[src/rtl/biquad_mac_sequencer.sv]
// Direct-form-I biquad sequencer driving a single MAC16 accumulator wrapper.
// Optional BIQUAD_SAT_COUNT_EN adds a saturating 16-bit sat_count output.
`timescale 1ns/1ps
module biquad_mac_sequencer #(
  parameter int unsigned MAC_LATENCY = 2
) (
  input  logic        clk,
  input  logic        rst,
  input  logic        in_valid,
  output logic        in_ready,
  input  logic [15:0] in_sample,
  input  logic [15:0] coef_b0,
  input  logic [15:0] coef_b1,
  input  logic [15:0] coef_b2,
  input  logic [15:0] coef_a1,
  input  logic [15:0] coef_a2,
  output logic        out_valid,
  output logic [15:0] out_sample,
  output logic        mac_rst,
  output logic        mac_ce,
  output logic [15:0] mac_a,
  output logic [15:0] mac_b,
  input  logic [31:0] mac_result,
  output logic        sat_flag
`ifdef BIQUAD_SAT_COUNT_EN
  ,
  output logic [15:0] sat_count
`endif
);

  typedef enum logic [1:0] {IDLE, CLEAR, ISSUE, DRAIN} state_t;

  state_t      state;
  logic [7:0]  cnt;
  logic        clear_q;
  logic [15:0] x0_q, b0_q, b1_q, b2_q, na1_q, na2_q;
  logic [15:0] x1, x2, y1, y2;
  logic [15:0] term_a, term_b;
  logic signed [32:0] rnd, shifted;
  logic [15:0] conv_y;
  logic        conv_sat;

  function automatic logic [15:0] neg_sat(input logic [15:0] v);
    return (v == 16'h8000) ? 16'h7FFF : (~v + 16'd1);
  endfunction

  // The MAC must be cleared for the whole accept cycle and during any reset.
  assign mac_rst = rst | clear_q;

  always_comb begin
    term_a = '0;
    term_b = '0;
    case (cnt)
      8'd0: begin term_a = b0_q;  term_b = x0_q; end
      8'd1: begin term_a = b1_q;  term_b = x1;   end
      8'd2: begin term_a = b2_q;  term_b = x2;   end
      8'd3: begin term_a = na1_q; term_b = y1;   end
      8'd4: begin term_a = na2_q; term_b = y2;   end
      default: begin term_a = '0; term_b = '0; end
    endcase
  end

  // Q4.28 -> Q2.14, round half up, then clamp.
  always_comb begin
    rnd      = $signed({mac_result[31], mac_result}) + 33'sd8192;
    shifted  = rnd >>> 14;
    conv_y   = shifted[15:0];
    conv_sat = 1'b0;
    if (shifted > 33'sd32767) begin
      conv_y   = 16'h7FFF;
      conv_sat = 1'b1;
    end else if (shifted < -33'sd32768) begin
      conv_y   = 16'h8000;
      conv_sat = 1'b1;
    end
  end

  always_ff @(posedge clk) begin
    if (rst) begin
      state      <= IDLE;
      in_ready   <= 1'b1;
      out_valid  <= 1'b0;
      out_sample <= '0;
      sat_flag   <= 1'b0;
      clear_q    <= 1'b0;
      mac_ce     <= 1'b0;
      mac_a      <= '0;
      mac_b      <= '0;
      cnt        <= '0;
      x0_q       <= '0;
      b0_q       <= '0;
      b1_q       <= '0;
      b2_q       <= '0;
      na1_q      <= '0;
      na2_q      <= '0;
      x1         <= '0;
      x2         <= '0;
      y1         <= '0;
      y2         <= '0;
`ifdef BIQUAD_SAT_COUNT_EN
      sat_count  <= '0;
`endif
    end else begin
      out_valid <= 1'b0;
      case (state)
        IDLE: begin
          if (in_valid) begin
            x0_q     <= in_sample;
            b0_q     <= coef_b0;
            b1_q     <= coef_b1;
            b2_q     <= coef_b2;
            na1_q    <= neg_sat(coef_a1);
            na2_q    <= neg_sat(coef_a2);
            clear_q  <= 1'b1;
            in_ready <= 1'b0;
            cnt      <= '0;
            state    <= CLEAR;
          end
        end
        CLEAR: begin
          clear_q <= 1'b0;
          mac_ce  <= 1'b1;
          mac_a   <= term_a;
          mac_b   <= term_b;
          cnt     <= 8'd1;
          state   <= ISSUE;
        end
        ISSUE: begin
          if (cnt == 8'd5) begin
            mac_a <= '0;
            mac_b <= '0;
            cnt   <= '0;
            state <= DRAIN;
          end else begin
            mac_a <= term_a;
            mac_b <= term_b;
            cnt   <= cnt + 8'd1;
          end
        end
        DRAIN: begin
          if (cnt == 8'(MAC_LATENCY - 1)) begin
            mac_ce     <= 1'b0;
            out_valid  <= 1'b1;
            out_sample <= conv_y;
            sat_flag   <= conv_sat;
            x2         <= x1;
            x1         <= x0_q;
            y2         <= y1;
            y1         <= conv_y;
            in_ready   <= 1'b1;
            cnt        <= '0;
            state      <= IDLE;
`ifdef BIQUAD_SAT_COUNT_EN
            if (conv_sat && sat_count != 16'hFFFF) sat_count <= sat_count + 16'd1;
`endif
          end else begin
            cnt <= cnt + 8'd1;
          end
        end
        default: state <= IDLE;
      endcase
    end
  end

endmodule

[config.mk]
export PLATFORM = sky130hd
export DESIGN_NAME = biquad_mac_sequencer
export DESIGN_NICKNAME = d
export VERILOG_FILES = /design/src/rtl/biquad_mac_sequencer.sv
export SDC_FILE = /design/constraint.sdc
export NUM_CORES = 1
export LEC_CHECK = 0
export ABC_AREA = 0
export BUFFER_PORTS_ARGS = -buffer_cell sky130_fd_sc_hd__buf_2
export CORE_MARGIN = 4
export CORE_UTILIZATION = 55
export CTS_CLUSTER_DIAMETER = 80
export DETAILED_ROUTE_END_ITERATION = 6
export PLACE_DENSITY = 0.76
export SYNTH_ARGS = -nofsm -noshare
export SYNTH_HDL_FRONTEND = slang
export SYNTH_SLANG_ARGS = --single-unit
[constraint.sdc]
create_clock -name clk -period 3.2 [get_ports clk]
set_clock_uncertainty 0.15 [all_clocks]
set_input_delay 0.64 -clock clk [delete_from_list [all_inputs] [get_ports clk]]
set_output_delay 0.64 -clock clk [all_outputs]
set_load 0.05 [all_outputs]
==> flow_summary.json <==
{
  "synth_ff_type": "dfxtp_1",
  "drt_iter0_drc": 1028,
  "hold_violations": 0,
  "end_kind": "register",
  "p_leak_nw": 4.16,
  "syn-cell-area_sq_mm": 0.00914,
  "grt_pass1_vias": 7835,
  "hp-class": "in -> reg",
  "fmax_ghz": 0.385,
  "grt_usage_pct": 26.7,
  "postSynth.asyncResetShare_pct": 0,
  "place_congestion": 0.856,
  "ff2ff_setup_slack_ns": 0.60,
  "setup_tns_ns": 0,
  "post-cts-setup-buffers": 0,
  "synthMostInstantiatedCell": "nand2_1",
  "finalWirelength_um": 25500,
  "cts_buffers": 21,
  "arrival_ns": 2.82,
  "via_per_inst": 5.78,
  "slew_viol_final": 0,
  "r2r_cells": 7,
  "grt_pass1_wl_um": 40200,
  "start_kind": "register",
  "ir_drop_mv": 0.480,
  "h-tree-depth": 1,
  "synth_edf_count": 0,
  "area_delta_synth_final_pct": 17.8,
  "wire_per_inst_um": 16.9,
  "avgSynthCellArea_sq_um": 7.91,
  "ys_ff_latch": 207,
  "ctsHoldBuffers": 0,
  "port_buffers": 170,
  "fp.dieArea_sq_mm": 0.0187,
  "failed_checks": "DRC",
  "dp.cells": 1476,
  "pin_count": 184,
  "overflow": 0,
  "fin_crit_sh_pct": 81.1,
  "drtPass1Iterations": 7,
  "fp.dieW_um": 137,
  "ant_nets": 0,
  "antenna_found_initial": 0,
  "r2r_start": "cnt[0]$_SDFFE_PP0P_",
  "power_density_mw_per_mm2": 708,
  "syn_nets": 1297,
  "yosysSeqAreaShare_pct": 45.4,
  "rsz0062_at_grt": "no",
  "cp_data_required_time_ns": 3.42,
  "cts_buffer_depth": 3,
  "clkLatencyLatePin_ns": 0.50,
  "final_cells": 1510,
  "dp_hpwl_um": 17800,
  "worst-path-max-fanout": 18,
  "syn_inst": 1155,
  "min_period_ns": 2.60,
  "whs_endpoint": "b2_q[6]$_SDFFE_PP0P_",
  "finalSetupViolCount": 0,
  "grt_max_degree": 54,
  "clkTransAtPathRegs_ns": 0.06,
  "status": "complete, but fails checks",
  "synth_common_cells": "nand2_1, dfxtp_1, a21oi_1, nor2_1, clkbuf_1",
  "drc_errors": 12,
  "hold_depth": 3,
  "layout-drive-gt1-share_pct": 19.7,
  "cts_resized": 0,
  "cts_tree": "built",
  "synth_top_area_cell": "dfxtp_1",
  "vias": 8729,
  "tightest_slew_ns": 1.11,
  "yosysWarnings": 0,
  "synth_cell_types": 64,
  "fp.dieH_um": 137,
  "root_buffer": "clkbuf_16",
  "nets": 1425,
  "num_rows": 46,
  "core_region_area_sq_mm": 0.0161,
  "critPathKind": "reg -> reg",
  "yosys-top-cells-area": "dfxtp_1, nand2_1, a21oi_1, a222oi_1, nor2_1",
  "clock-sinks": 207,
  "diodes": 0,
  "hold_start": "coef_b2[6]",
  "yosys.area.top_type_share_pct": 45.4,
  "cap_violations": 0,
  "relSlewSlack_pct": 26.2,
  "r2r-end": "mac_a[1]$_SDFFE_PP0P_",
  "initial_utilization_pct": 56.9
}
## layout make-up
| class | count | area [sq um] |
|---|---|---|
| inverters | 12 | 45.0 |
| fillers | 1427 | 5300 |
| multi-input cells | 849 | 4580 |
| clock inverters | 2 | 35.0 |
| repair buffers | 192 | 1030 |
| clock buffers | 32 | 657 |
| well taps | 216 | 270 |
| flip-flops and latches | 207 | 4140 |
## power breakdown
group          total (W)  internal (W)  leakage, nW  switching [W]
Combinational    0.00201      0.000628         2.13        0.00139
Sequential       0.00315       0.00292         1.69       0.000227
Clock            0.00245       0.00148        0.344       0.000972
## routing by layer
layer	share of wire (%)	vias up	GRT usage [%]	wire length, um
met4	2.3	0	6.93	580
met5	0	-	0	0
li1	-	4258	-	-
met2	44	394	39.9	11200
met3	9.6	46	4.56	2440
met1	44	4031	39.9	11200
## worst max-delay path: stages, from the launching register on
cell,delay [ns]
dfxtp_1,0.46
inv_1,0.11
ha_1,0.50
buf_4,0.34
a222oi_1,0.48
nor2_1,0.08
a221oi_1,0.25
o21ai_0,0.10
## logic make-up after synthesis
logic type	Yosys count	synth area share, %
multiplexers	4	0.438
adder cells (fa/ha/maj)	12	1.62
buffers and inverters	99	4.67
XOR/XNOR	41	3.93
flip-flops	207	45.4
AND/OR/NAND/NOR	475	22.8
AO/OA/AOI/OAI	317	21.2
## sequential cells by signal, indices dropped and copies added, names as in the netlist
signal / count
b0_q: 16
b1_q: 16
b2_q: 16
clear_q: 1
cnt: 8
in_ready: 1
mac_a: 16
mac_b: 16
mac_ce: 1
na1_q: 16
na2_q: 16
out_valid: 1
sat_flag: 1
state: 2
x0_q: 16
x1: 16
x2: 16
y1: 16
y2: 16
## worst max-delay path by stage
stage	startpoint	endpoint	slack [ns]	cells past startpoint
final	cnt[0]$_SDFFE_PP0P_	mac_a[1]$_SDFFE_PP0P_	0.60	7
after global routing	cnt[0]$_SDFFE_PP0P_	mac_a[1]$_SDFFE_PP0P_	0.37	7
after CTS	cnt[0]$_SDFFE_PP0P_	mac_a[1]$_SDFFE_PP0P_	0.65	7
after detailed placement	mac_result[13]	y1[2]$_SDFFE_PP0P_	0.50	9
after global placement	mac_result[13]	y1[1]$_SDFFE_PP0P_	0.52	9
after floorplan	mac_result[13]	y1[10]$_SDFFE_PP0P_	0.81	8
## per-stage QoR
stage	cell area, sq um	util [%]	power (W)	hold WS, ns	setup WS [ns]
final	10800	67.0	0.00761	0.233	0.605
after floorplan	9140	-	0.00456	0.281	0.805
after global placement	10100	62.7	0.00515	0.279	0.522
after global routing	10800	67.0	0.00798	0.229	0.369
after detailed placement	10100	62.7	0.00519	0.289	0.502
after CTS	10800	67.0	0.00763	0.223	0.650
## placed cells by master (no fill, tap or decap), types with 5 or more instances in the layout
cell         n
o22ai_1     14
a222oi_1    31
clkbuf_8     9
buf_4       22
nor3_1      14
a211oi_1    13
a21oi_1    169
xor2_1      22
buf_2      169
nor2_1      80
nor4_1       5
inv_1       12
clkbuf_16   21
o21ai_1     21
nand2b_1     6
xnor2_1     19
nand2_1    308
ha_1        11
o21ai_0     29
dfxtp_1    207
nand3_1     15
a221oi_1    19
or2_2        5
Note: power is estimated with default switching activity, not from simulation.
